===== src/rtl/lcm_mcmd_parser.sv =====
// Multi-command local-management parser: decodes read/write command beats addressed
// to LMID and queues them in a small FIFO presented on a valid/ready command port.
module lcm_mcmd_parser #(
    parameter string       PLATFORM   = "Xilinx-OpenBox-S4",
    parameter logic [7:0]  LMID       = 8'd3,
    parameter int          ADDR_W     = 8,
    parameter int          DATA_W     = 64,
    parameter int          FIFO_DEPTH = 4,
    parameter int          MAX_CMDS   = 16
) (
    input  logic              clk,
    input  logic              rst_n,
    input  logic [133:0]      in_lcm_data,
    input  logic              in_lcm_data_wr,
    input  logic              in_lcm_data_valid,
    input  logic              in_lcm_data_valid_wr,
    output logic              in_lcm_data_ready,
    output logic              cmd_valid,
    input  logic              cmd_ready,
    output logic              cmd_rd,
    output logic [ADDR_W-1:0] cmd_addr,
    output logic [DATA_W-1:0] cmd_data,
    output logic [3:0]        err_status
);
    // Command port handshake: an entry transfers on any edge where cmd_valid && cmd_ready;
    // while cmd_valid is high and cmd_ready low, cmd_rd/cmd_addr/cmd_data are held stable.

    localparam int PTR_W   = $clog2(FIFO_DEPTH);
    localparam int OCC_W   = PTR_W + 1;
    localparam int CNT_W   = $clog2(MAX_CMDS + 1);
    localparam int ENTRY_W = 1 + ADDR_W + DATA_W;
    localparam bit unused_platform = (PLATFORM != "");

    typedef enum logic [1:0] {IDLE, RD, WR, DROP} state_t;

    state_t state, state_nxt;

    logic [CNT_W-1:0]   cnt;
    logic [OCC_W-1:0]   occ, occ_nxt;
    logic [PTR_W-1:0]   rd_ptr, wr_ptr;
    logic [ENTRY_W-1:0] mem [FIFO_DEPTH];
    logic [ENTRY_W-1:0] head_entry, push_entry;

    logic       is_head, is_body, is_tail;
    logic       push, push_ok, pop, full;
    logic       cnt_clr, decode_head;
    logic [3:0] err_set;
    logic       unused_inputs;

    assign unused_inputs = ^{in_lcm_data, in_lcm_data_valid, in_lcm_data_valid_wr, unused_platform};

    assign is_head = (in_lcm_data[133:132] == 2'b01);
    assign is_tail = (in_lcm_data[133:132] == 2'b10);
    assign is_body = (in_lcm_data[133:132] == 2'b11) || is_tail;

    assign full    = (occ == OCC_W'(FIFO_DEPTH));
    assign pop     = cmd_valid && cmd_ready;
    assign push_ok = push && (!full || pop);
    assign occ_nxt = occ + OCC_W'(push_ok) - OCC_W'(pop);

    assign push_entry = {(state == RD), in_lcm_data[120 +: ADDR_W],
                         (state == RD) ? {DATA_W{1'b0}} : in_lcm_data[56 +: DATA_W]};

    always_comb begin
        state_nxt   = state;
        push        = 1'b0;
        cnt_clr     = 1'b0;
        decode_head = 1'b0;
        err_set     = 4'b0000;
        if (in_lcm_data_wr) begin
            if (is_head) begin
                decode_head = 1'b1;
                if (state == RD || state == WR) err_set[1] = 1'b1;
            end else if (is_body) begin
                case (state)
                    IDLE: err_set[0] = 1'b1;
                    RD, WR: begin
                        if (cnt == CNT_W'(MAX_CMDS)) err_set[2] = 1'b1;
                        else                         push       = 1'b1;
                        if (is_tail) state_nxt = IDLE;
                    end
                    DROP: if (is_tail) state_nxt = IDLE;
                    default: state_nxt = IDLE;
                endcase
            end
        end
        // A head beat restarts decoding from any state.
        if (decode_head) begin
            cnt_clr = 1'b1;
            if (in_lcm_data[47:40] == LMID) state_nxt = in_lcm_data[48] ? RD : WR;
            else                            state_nxt = DROP;
        end
        if (push && full && !pop) err_set[3] = 1'b1;
    end

    always_ff @(posedge clk or negedge rst_n) begin
        if (!rst_n) begin
            state             <= IDLE;
            cnt               <= '0;
            occ               <= '0;
            rd_ptr            <= '0;
            wr_ptr            <= '0;
            err_status        <= 4'b0000;
            in_lcm_data_ready <= 1'b1;
        end else begin
            state      <= state_nxt;
            err_status <= err_status | err_set;
            occ        <= occ_nxt;
            if (cnt_clr)   cnt <= '0;
            else if (push) cnt <= cnt + 1'b1;
            if (push_ok)   wr_ptr <= wr_ptr + 1'b1;
            if (pop)       rd_ptr <= rd_ptr + 1'b1;
            // One entry stays in reserve for the beat upstream may send after ready falls.
            in_lcm_data_ready <= (occ_nxt <= OCC_W'(FIFO_DEPTH - 2));
        end
    end

    always_ff @(posedge clk) begin
        if (push_ok) mem[wr_ptr] <= push_entry;
    end

    assign head_entry = mem[rd_ptr];
    assign cmd_valid  = (occ != '0);
    assign cmd_rd     = cmd_valid & head_entry[ENTRY_W-1];
    assign cmd_addr   = cmd_valid ? head_entry[DATA_W +: ADDR_W] : '0;
    assign cmd_data   = cmd_valid ? head_entry[DATA_W-1:0] : '0;

endmodule


===== config.mk =====
export PLATFORM = sky130hd
export DESIGN_NAME = lcm_mcmd_parser
export DESIGN_NICKNAME = d
export VERILOG_FILES = /design/src/rtl/lcm_mcmd_parser.sv
export SDC_FILE = /design/constraint.sdc
export NUM_CORES = 1
export LEC_CHECK = 0
export ABC_AREA = 1
export CORE_ASPECT_RATIO = 0.9
export CORE_MARGIN = 5
export CORE_UTILIZATION = 45
export CTS_CLUSTER_SIZE = 40
export DETAILED_ROUTE_END_ITERATION = 16
export PLACE_DENSITY = 0.69
export SYNTH_ARGS = -nofsm -noshare
export SYNTH_HDL_FRONTEND = slang
export SYNTH_SLANG_ARGS = --single-unit

===== constraint.sdc =====
create_clock -name clk -period 5.4 [get_ports clk]
set_clock_uncertainty 0.15 [all_clocks]
set_input_delay 1.08 -clock clk [delete_from_list [all_inputs] [get_ports clk]]
set_output_delay 1.08 -clock clk [all_outputs]
set_load 0.01 [all_outputs]

# [Yosys cells after proc, flatten, opt, wreduce, memory -nomap -nowiden]
# Memories as Yosys holds them, arrays and structs flattened.
# Index checks and enable logic that the tools add are counted.
[totals] in_bits=140 output_inout_bits=79 mem_bits_rw=292 mem_count=1 reg_bits=19
[mem_list] name="mem" words=4 width=73 read_ports=1 rd_ports_with_merged_regs=0 write_ports=1 line="41" text="logic [ENTRY_W-1:0] mem [FIFO_DEPTH];"
[op_classes] n_mux=34 order_cmp=1 eq_ne=10 n_reduce_logical=19 addsub=5 bitwise=2
[ops] op="$mux W64" n=2
[ops] op="$mux W1" n=20
[ops] op="$mux W2" n=8
[ops] op="$mux W5" n=2
[ops] op="$reduce_bool A2 Y1" n=5
[ops] op="$eq A2 B2 Y1 const B" n=4
[ops] op="$eq A8 B2 Y1 const B" n=1
[ops] op="$mux W8" n=1
[ops] op="$add A5 B1 Y5 const B" n=1
[ops] op="$eq A5 B5 Y1 const B" n=1
[ops] op="$reduce_and A5 Y1" n=1
[ops] op="$add A2 B1 Y2 const B" n=2
[ops] op="$eq A2 B1 Y1 const B" n=2
[ops] op="$logic_and A1 B1 Y1" n=4
[ops] op="$or A4 B4 Y4" n=1
[ops] op="$add A3 B1 Y3" n=1
[ops] op="$eq A3 B3 Y1 const B" n=1
[ops] op="$le A3 B2 Y1 const B" n=1
[ops] op="$logic_or A1 B1 Y1" n=3
[ops] op="$mux W3" n=1
[ops] op="$reduce_bool A3 Y1" n=1
[ops] op="$reduce_or A3 Y1" n=1
[ops] op="$sub A3 B1 Y3" n=1
[ops] op="$logic_not A1 Y1" n=2
[ops] op="4 further kinds" n=4

# [Logic depth before layout (Yosys ltp)]
# Gate-level depths: netlist of the first run.
[depth] ltp_word=10 mapped_depth=12 depth_no_buf=12

# [Worst setup path after synthesis of the first run]
# No wires, ideal clock.
[synth_path] path_type="in2reg" startpoint="in in_lcm_data_wr" endpoint="mem mem[0][0] (netlist bit) (enable)" cell_stages=4 setup_ns=0.505 arrival_ns=4.606 slack_ns=0.139 cell_sequence="nand2_1 -> nor2_2 -> nand3_2 -> nor2_1"
[synth_via] elab_chain_cells=4
[synth_rtl] element="from (decl)" line="14" text="input logic in_lcm_data_wr,"
[synth_rtl] element="$mux W1" line="70" text="if (in_lcm_data_wr) begin"
[synth_rtl] element="$logic_and A1 B1 Y1" line="58" text="assign push_ok = push && (!full || pop);"
[synth_rtl] element="$mux W1" line="119" text="if (push_ok) mem[wr_ptr] <= push_entry;"
[synth_rtl] element="$mux W1 (not written as such)" line="119"
[synth_rtl] element="to (decl)" line="41"
# Every way passes these cells.

# [Worst setup path in the final report of the first run]
[layout_path] startpoint="reg rd_ptr[0]" endpoint="out cmd_data[51]"
[layout_via] elab_chain_cells=2
[layout_rtl] element="from (decl)" line="40" text="logic [PTR_W-1:0] rd_ptr, wr_ptr;"
[layout_rtl] element="from (signal assigned)" line="112" text="if (pop) rd_ptr <= rd_ptr + 1'b1;"
[layout_rtl] element="$mem_v2 Z4 W73"
[layout_rtl] element="$mux W64" line="126" text="assign cmd_data = cmd_valid ? head_entry[DATA_W-1:0] : '0;"
[layout_rtl] element="to (decl)" line="22" text="output logic [DATA_W-1:0] cmd_data,"
# Every way passes these cells.

==> metrics, run 1 <==
outcome=complete, no violations; initial antenna violation count=0; Comb power frac=39.7%; TritonCTS clock tree=built; Vert. Die Dim=170 um; worst r2r path cells=7; number of instances in the synthesized netlist=roughly 1.1k; starting density of the core=~46%; Storage cell area=9250 sq um; maximum net fanout on the critical path=82; via total after detailed routing=8525; full die area=32100 sq um; top-level I/O count=219; Via-to-Cell Ratio=roughly 5.1; Internal Dissipation=5.42 mW; Achievable Freq=about 240 MHz; most area-consuming cells after synthesis=edfxtp_1 (68%), nor2_1 (11%), o21ai_0 (5.7%), dfrtp_1 (3.5%), a21oi_1 (2.8%); post-detailed-placement cell area=roughly 15000 sq um; part of the total power dissipated in the clock network=a little under a quarter; Warnings, synthesis=0; multi-input combinational cell area=3010 sq um; largest area contributor in the synthesized netlist=edfxtp_1; Clock Pin Slew Worst Setup and Hold Paths=about 0.060 ns; number of global-route vias before repair=~8.7k; total negative slack for setup checks=0 ns; wire length the detailed router placed on met1=~12 mm; length of the first detailed-routing pass in iterations=8; Synth top cells by count=nor2_1 (374), edfxtp_1 (292), o21ai_0 (146), inv_1 (87), a21oi_1 (73); DIE WIDTH=188 um; Hold Path Depth=1; clock insertion delay at the later pin of the skew report=around 0.54 ns; number of synthesized register bits=~310; final critical delay including setup and external delays=between 4 and 5 ns; detailed-route wire length=~29 mm; grt total ovfl=0; root buffer selected by CTS=clkbuf_16; net switching power=2.81 mW; Slew HR=between 40% and 50%; proportion of register bits with asynchronous set or reset after synthesis=~6.1%; CP Data Required Time=approximately 4.2 ns; slew at the pin closest to its max-slew limit=0.886 ns; Max-Cap Viols=0; number of placed instances with taps included=~1.6k; port buffer count=roughly 170; # clock sinks=311; sequential-to-total area share from yosys stat=71.8%; buffer depth of the longest clock path=3; number of flops mapped to enable cells by yosys=a little under 300; Final period util=between 70% and 80%; fillcell total=around 2.3k; Final Max Tran Viols=0; Synth cell types=27; final count of negative-setup-slack endpoints=0; startpoint type of the worst setup path=register; power per standard cell area=approximately 520 nW/um^2; Routed met3 length=1.62 mm; met2 routed WL=between 10 and 15 mm; number of DRC violations after detailed routing=0; H-tree depth reported by CTS=1; TritonCTS buffer count=31; proportion of total power due to net switching=between 30 and 40%; Antenna diodes=0; critical path class=register to output pin; routability congestion estimate=about 0.72; most numerous cell in the Yosys netlist=nor2_1; initial detailed-routing violation count=544; number of setup buffers added after CTS=0; post-cts sizing count=0; total nets after synthesis=about 1.3k; peak ir drop on the vdd network=roughly 0.35 mV; arrival time at the worst endpoint=~3.0 ns; Post-synth top flop=edfxtp_1; share of Yosys cell area claimed by the top area cell type=68.1%; number of nets with antenna violations after routing=0; Syn Std Cell Area=12900 sq um; HPWL after DPL=between 15 and 20 mm; share of cells above drive strength 1=approximately 5.8%; Leak=between 5 and 6 nW; cts-stage hold buffer count=0; endpoint type of the worst setup path=output pin; RSZ-0062 raised after global routing=no; GRT Total Usage=17.5%; finished layout cell area=approximately 16000 sq um; net count of the finished layout=approximately 1.4k; Post-Route Utilization=between 50% and 60%; worst slack on hold paths=between 0.3 and 0.4 ns; area added between synthesis and finish=22.8%; final cell count without fillers=between 1.5k and 2k; global-route wire length before repair=between 40 and 50 mm; fraction of power consumed by sequential logic=36.5%; count of standard-cell rows=58; maximum number of pins on one net before global-route repair=between 100 and 150; final hold violation count=0; wire per inst=about 17 um; highest metal layer used by the detailed router=met4; class of the worst hold path=register to register; placeable core area=~28000 sq um; mean area per synthesized cell=~11 sq um
[metrics by stage]
step                      power [mW]  setup slack [ns]
final                           8.23              1.18
after global placement          6.30              1.48
after CTS                       8.32              1.11
after global routing            8.73             0.994
after floorplan                 4.84             0.139
after detailed placement        6.35              1.44
[layout make-up]
cell class | instances | area share, %
clock buffers | 43 | 5.51
well taps | 360 | 2.85
repair buffers | 181 | 11.5
flip-flops and latches | 311 | 58.5
multi-input cells | 669 | 19.1
inverters | 89 | 2.13
clock inverters | 12 | 0.388
[sequential cells by signal, summed over array words and instances (netlist names)]
register and cells:
cnt 5, err_status 4, in_lcm_data_ready 1, mem 292, occ 3, rd_ptr 2, state 2, wr_ptr 2
[layout by cell type (no fill, tap or decap), types with 3 or more instances in the layout]
cell type / count
clkdlybuf4s50_1: 165
clkinv_1: 4
buf_4: 12
clkinv_2: 6
o21bai_1: 3
nand2_1: 32
a21oi_1: 73
inv_1: 86
clkbuf_8: 5
nand4_1: 6
buf_12: 4
clkbuf_16: 31
o21ai_0: 146
nor2_1: 370
clkbuf_1: 7
dfrtp_1: 16
ha_1: 10
nand3_1: 13
edfxtp_1: 292
nor2_4: 4
[critical path, cell delays in order (launching register included)]
cell,delay (ns)
dfrtp_4,0.51
inv_4,0.46
buf_12,0.36
o21ai_0,0.15
a21oi_1,0.29
clkdlybuf4s50_1,0.60
[layer usage]
metal	up-vias	GRT usage, %
met5	-	0
li1	4137	-
met1	4111	23.3
met2	244	30.4
met4	0	3.64
met3	33	3.18
[worst paths after layout]
kind                               start            end  slack (ns)
setup / recovery               rd_ptr[0]   cmd_data[51]        1.18
hold / removal             err_status[0]  err_status[0]        0.32
setup reg to reg                state[0]     mem[3][11]        2.39
hold reg to reg            err_status[0]  err_status[0]        0.32
max in group asynchronous          rst_n      rd_ptr[1]        3.56
min in group asynchronous          rst_n         occ[2]        0.89
[logic make-up (layout without fill, tap and decap cells)]
logic type	after synthesis	after routing	synth area share [%]
and+or+nand+nor	431	431	13.0
DFF	311	311	71.8
AOI/OAI and AO/OA	224	224	8.80
buffers and inverters	153	325	5.04
adders and majority gates	12	12	1.22
xor gates and xnor gates	2	2	0.136
[power by group through the flow]
stage	Clock, mW	Sequential (mW)	Combinational, mW
floorplan	0	3.02	1.82
global placement	0	3.05	3.25
detailed placement	0	3.05	3.30
CTS	2.00	3.00	3.32
global route	2.10	3.02	3.61
finish	1.96	3.00	3.27
Note: power is estimated with default switching activity, not from simulation.
==> run 2: changes to the inputs <==
--- a/config.mk
+++ b/config.mk
@@ -11,7 +11,7 @@
 export CORE_UTILIZATION = 45
 export CTS_CLUSTER_SIZE = 40
 export DETAILED_ROUTE_END_ITERATION = 16
-export PLACE_DENSITY = 0.69
+export PLACE_DENSITY = 0.72
 export SYNTH_ARGS = -nofsm -noshare
 export SYNTH_HDL_FRONTEND = slang
 export SYNTH_SLANG_ARGS = --single-unit
==> constraint.sdc (replaced) <==
create_clock -name clk -period 3.8 [get_ports clk]
set_clock_uncertainty 0.15 [all_clocks]
set_input_delay 0.76 -clock clk [delete_from_list [all_inputs] [get_ports clk]]
set_output_delay 0.76 -clock clk [all_outputs]
set_load 0.01 [all_outputs]
==> run 2 against run 1 <==
Compared with the run above:
- die area is the same
- cell area grew 1.7%
- clock power grew 60%
- register-to-register slack lost 1.4 ns
- critical path depth grew 1
- total power grew 48%
- clock-buffer cell count grew 1
- sequential power grew 43%
- largest cell class unchanged
- cell count grew 0.54%
- critical endpoint is now cmd_data[53]
- flip-flop and latch count is the same
- core utilization grew 0.97 points
==> metrics, run 2 (synthesis results as in run 1) <==
outcome=complete, no violations; number of placed instances with taps included=1613 (+0.19%); H-tree depth reported by CTS=2 (+1); number of setup buffers added after CTS=0 (unchanged); starting density of the core=45.8% (unchanged); final cell count without fillers=1674 (+0.54%); total negative slack for setup checks=0 ns (unchanged); cts-stage hold buffer count=0 (unchanged); initial antenna violation count=0 (unchanged); root buffer selected by CTS=clkbuf_16; Leak=5.84 nW (+2.0%); number of global-route vias before repair=8656 (+0.023%); number of flip-flops under the largest register name=292 (unchanged); Max-Cap Viols=0 (unchanged); endpoint type of the worst setup path=output pin; initial detailed-routing violation count=656 (+21%); count of standard-cell rows=58 (unchanged); post-cts sizing count=0 (unchanged); final hold violation count=0 (unchanged); final critical delay including setup and external delays=roughly 3.6 ns; routability congestion estimate=0.742 (+3.0%); via total after detailed routing=8682 (+1.8%); port buffer count=165 (unchanged); Top Registers=mem: 292 flops, cnt: 5 flops, err_status: 4 flops; Final Max Tran Viols=0 (unchanged); GRT Total Usage=17.4% (-0.11 points); area added between synthesis and finish=24.9%; most frequent standard cell in the layout excluding fill and tap cells=nor2_1; Via-to-Cell Ratio=5.19 (+1.3%); most frequent cells in the layout=nor2_1 (370), edfxtp_1 (292), clkdlybuf4s50_1 (165); register ranked first by flip-flop count=mem; net count of the finished layout=1441 (+0.42%); DIE WIDTH=188 um (unchanged); top-level I/O count=219 (unchanged); length of the first detailed-routing pass in iterations=5 (-3); HPWL after DPL=16.2 mm (+1.6%); full die area=32100 sq um (unchanged); placeable core area=28100 sq um (unchanged); Final period util=95.4%; TritonCTS clock tree=built; class of the worst hold path=register to register; Achievable Freq=276 MHz; Clock Pin Slew Worst Setup and Hold Paths=0.05 ns (about the same); startpoint type of the worst setup path=register; number of nets with antenna violations after routing=0 (unchanged); fillcell total=2257 (-2.7%); minimum setup slack in the final design=0.176 ns (-1.01 ns); detailed-route wire length=28.5 mm (-0.11%); peak ir drop on the vdd network=0.442 mV (+25%); critical path class=register to output pin; number of DRC violations after detailed routing=0 (unchanged); multi-input combinational cell area=3010 sq um (unchanged); clock insertion delay at the later pin of the skew report=0.48 ns (-0.06 ns); wire per inst=17.0 um (-0.64%); final count of negative-setup-slack endpoints=0 (unchanged); Slew HR=43.5% (+2.7 points); slew at the pin closest to its max-slew limit=0.845 ns (-0.0409 ns); # clock sinks=311 (unchanged); RSZ-0062 raised after global routing=no; grt total ovfl=0 (unchanged); CP Data Required Time=2.89 ns (-1.28 ns); buffer depth of the longest clock path=3 (unchanged); maximum number of pins on one net before global-route repair=87 (-41%); global-route wire length before repair=44.9 mm (-0.49%); Storage cell area=9250 sq um (unchanged); Antenna diodes=0 (unchanged); TritonCTS buffer count=34 (+9.7%); power per standard cell area=756 nW/um^2 (+45%); Vert. Die Dim=170 um (unchanged); pre-CTS setup slack=0.463 ns (-0.977 ns); maximum net fanout on the critical path=72 (-12%); arrival time at the worst endpoint=2.71 ns (-0.28 ns); share of cells above drive strength 1=6.24% (+0.42 points)
-- run 2: worst max-delay path: stages (launching register included) --
cell	delay, ns
dfrtp_4	0.64
buf_12	0.35
nor2_1	0.09
nor2_1	0.11
o21ai_0	0.15
a21oi_1	0.27
clkdlybuf4s50_1	0.59
-- run 2: per-layer routing --
metal / GRT usage (%) / vias up / routed length [um]
met3: 3.32 / 46 / 1840
met2: 29.8 / 289 / 14000
met5: 0 / - / 0
met4: 4.15 / 0 / 427
met1: 23.2 / 4188 / 12200
li1: - / 4159 / -
-- run 2: final timing paths --
check	from	to	slack [ns]	cells after the start
setup / recovery	rd_ptr[0]	cmd_data[53]	0.18	6
max in group asynchronous	rst_n	rd_ptr[0]	2.27	1
hold / removal	err_status[0]	err_status[0]	0.33	1
setup reg to reg	state[0]	in_lcm_data_ready	1.03	12
hold reg to reg	err_status[0]	err_status[0]	0.33	1
min in group asynchronous	rst_n	occ[2]	0.61	1
-- run 2: metrics by stage --
stage,hold WS [ns],power [mW],cell area [sq um],util (%)
2_1_floorplan,0.314,6.88,12900,-
3_3_place_gp,0.308,9.05,15000,53.4
3_5_place_dp,0.321,9.14,15000,53.4
4_1_cts,0.333,12.3,16100,57.2
5_1_grt,0.340,12.9,16100,57.2
6_report,0.325,12.1,16100,57.2
-- run 2: power by group --
group / internal [mW] / total (mW) / switching [mW]
Clock: 1.90 / 3.13 / 1.23
Sequential: 4.13 / 4.29 / 0.169
Combinational: 2.08 / 4.73 / 2.65
Total: 8.10 / 12.1 / 4.05
-- run 2: area by class of cell --
| cell class | count | area share (%) |
|---|---|---|
| Sequential cell | 311 | 57.5 |
| Multi-Input combinational cell | 669 | 18.7 |
| Timing Repair Buffer | 184 | 12.2 |
| Clock buffer | 44 | 5.66 |
| Tap cell | 360 | 2.80 |
| Inverter | 89 | 2.09 |
| Clock inverter | 17 | 0.996 |
==> run 3: changes to the inputs <==
--- a/config.mk
+++ b/config.mk
@@ -12,6 +12,7 @@
 export CTS_CLUSTER_SIZE = 40
 export DETAILED_ROUTE_END_ITERATION = 16
 export PLACE_DENSITY = 0.72
+export RECOVER_POWER = 100
 export SYNTH_ARGS = -nofsm -noshare
 export SYNTH_HDL_FRONTEND = slang
 export SYNTH_SLANG_ARGS = --single-unit
==> run 3 against run 2 <==
Compared with the run above:
- non-clock buffer count unchanged
- cell area fell by 0.71%
- via count up 0.54%
- sequential share of layout area up 0.41 points
- global-route usage did not move
==> metrics, run 3 (synthesis results as in run 1) <==
finished layout cell area=16000 sq um (-0.71%); final cell count without fillers=1674 (unchanged); Via-to-Cell Ratio=5.21 (+0.54%); post-cts sizing count=0 (unchanged); DIE WIDTH=188 um (unchanged); Max-Cap Viols=0 (unchanged); port buffer count=165 (unchanged); via total after detailed routing=8729 (+0.54%); Vert. Die Dim=170 um (unchanged); peak ir drop on the vdd network=0.416 mV (-5.8%); final critical delay including setup and external delays=3.68 ns (+0.0599 ns); clock insertion delay at the later pin of the skew report=0.48 ns (about the same); detailed-route wire length=28.7 mm (+0.60%); TritonCTS buffer count=34 (unchanged); HPWL after DPL=16.2 mm (unchanged); cts-stage hold buffer count=0 (unchanged); final hold violation count=0 (unchanged); most frequent cells in the layout=nor2_1 (375), edfxtp_1 (292), o21ai_0 (146); # clock sinks=311 (unchanged); grt total ovfl=0 (unchanged); Antenna diodes=0 (unchanged); critical path class=register to output pin; GRT Total Usage=17.4% (unchanged); total negative slack for setup checks=0 ns (unchanged); initial detailed-routing violation count=651 (-0.76%); worst min-delay path startpoint=err_status[0]; wire per inst=17.1 um (+0.60%); list of cells traversed by the critical path=buf_12 > nor2_1 > nor2_1 > o21ai_0 > a21oi_1 > clkdlybuf4s50_1; Final Max Tran Viols=0 (unchanged); length of the first detailed-routing pass in iterations=5 (unchanged); post-detailed-placement cell area=15000 sq um (unchanged); RSZ-0062 raised after global routing=no; routability congestion estimate=0.742 (unchanged); worst r2r path cells=4 (-8); worst setup slack for register-to-register paths=0.55 ns (-0.48 ns); initial antenna violation count=0 (unchanged); top-level I/O count=219 (unchanged); share of cells above drive strength 1=5.56% (-0.68 points); area added between synthesis and finish=24.0%; arrival time at the worst endpoint=2.77 ns (+0.06 ns); outcome=complete, no violations; number of DRC violations after detailed routing=0 (unchanged); Achievable Freq=271 MHz (-1.6%); H-tree depth reported by CTS=2 (unchanged); endpoint of the worst hold path=err_status[0]; net count of the finished layout=1441 (unchanged); Slew HR=3.24% (-40 points); most repeated library cell on the critical path=nor2_1; Leak=5.87 nW (+0.43%); CP Data Required Time=2.89 ns (about the same); number of placed instances with taps included=1613 (unchanged); Final period util=96.9% (+1.6 points); Clock Pin Slew Worst Setup and Hold Paths=0.05 ns (about the same); maximum number of pins on one net before global-route repair=87 (unchanged); power per standard cell area=745 nW/um^2 (-1.4%); cell with the largest stage delay on the worst path=dfrtp_4; number of setup buffers added after CTS=0 (unchanged); end of the worst register-to-register path=mem[0][46]; most frequent standard cell in the layout excluding fill and tap cells=nor2_1; final count of negative-setup-slack endpoints=0 (unchanged); endpoint type of the worst setup path=output pin; number of nets with antenna violations after routing=0 (unchanged); placeable core area=28100 sq um (unchanged); maximum net fanout on the critical path=72 (unchanged); count of standard-cell rows=58 (unchanged); slew at the pin closest to its max-slew limit=1.45 ns (+0.601 ns); TritonCTS clock tree=built; Reg-to-Reg Start=state[1]; startpoint type of the worst setup path=register; class of the worst hold path=register to register; Final Power=11.9 mW (-2.1%); Hold Path Depth=1 (unchanged); Top Registers=mem: 292 flops, cnt: 5 flops, err_status: 4 flops; number of global-route vias before repair=8656 (unchanged); number of flip-flops under the largest register name=292 (unchanged); full die area=32100 sq um (unchanged); starting density of the core=45.8% (unchanged); register ranked first by flip-flop count=mem; root buffer selected by CTS=clkbuf_16; global-route wire length before repair=44.9 mm (unchanged); buffer depth of the longest clock path=3 (unchanged); biggest cell delay along the critical path=0.64 ns (about the same)
==> run 3: cell count changes in the layout (fill, tap and decap cells not counted), moves of 4 or more <==
cell and change:
clkbuf_2 +7, buf_4 -4, buf_12 -4, nor2_1 +5
nor2_4 -4, dlygate4sd3_1 +79, clkdlybuf4s50_1 -79
==> run 3: critical path, delay by kind of cell (launching register included) <==
| family | cells | cell delay [ns] |
|---|---|---|
| buffers and inverters | 2 | 0.94 |
| AND/OR/NAND/NOR | 2 | 0.20 |
| AO/OA/AOI/OAI | 2 | 0.46 |
| flip-flops | 1 | 0.64 |
==> run 3: through the flow <==
stage	hold slack [ns]	setup slack (ns)	utilization, %
floorplan	0.314	-1.14	-
global placement	0.308	0.483	53.4
detailed placement	0.321	0.463	53.4
CTS	0.333	0.105	57.2
global route	0.336	0.0503	56.8
finish	0.320	0.116	56.8
==> run 3: layer usage <==
metal	vias to the layer above	part of all wire, %	track usage, %
met5	-	0	0
met4	0	1.4	4.15
met3	37	6.2	3.32
met2	280	49	29.8
met1	4255	44	23.2
li1	4157	-	-
==> run 3: cell type report <==
| cell class | count | area [sq um] |
|---|---|---|
| Clock inverter | 17 | 160 |
| Multi-Input combinational cell | 669 | 2970 |
| Tap cell | 360 | 450 |
| Sequential cell | 311 | 9250 |
| Fill cell | 2279 | 12100 |
| Inverter | 89 | 337 |
| Clock buffer | 44 | 910 |
| Timing Repair Buffer | 184 | 1890 |
==> run 3: power breakdown <==
group	total (mW)	switching [mW]	internal [mW]
Sequential	4.30	0.168	4.13
Clock	3.13	1.23	1.90
Combinational	4.46	2.61	1.85
Total	11.9	4.01	7.88
==> run 3: how the worst max path moves through the flow <==
stage,startpoint,cells after the start,slack [ns],to
after detailed placement,in_lcm_data_wr,10,0.46,in_lcm_data_ready
after global placement,in_lcm_data_wr,11,0.48,in_lcm_data_ready
after CTS,rd_ptr[0],6,0.10,cmd_data[53]
after floorplan,in_lcm_data_wr,4,-1.14,mem[0][0]
final,rd_ptr[0],6,0.12,cmd_data[53]
after global routing,rd_ptr[0],6,0.05,cmd_data[6]
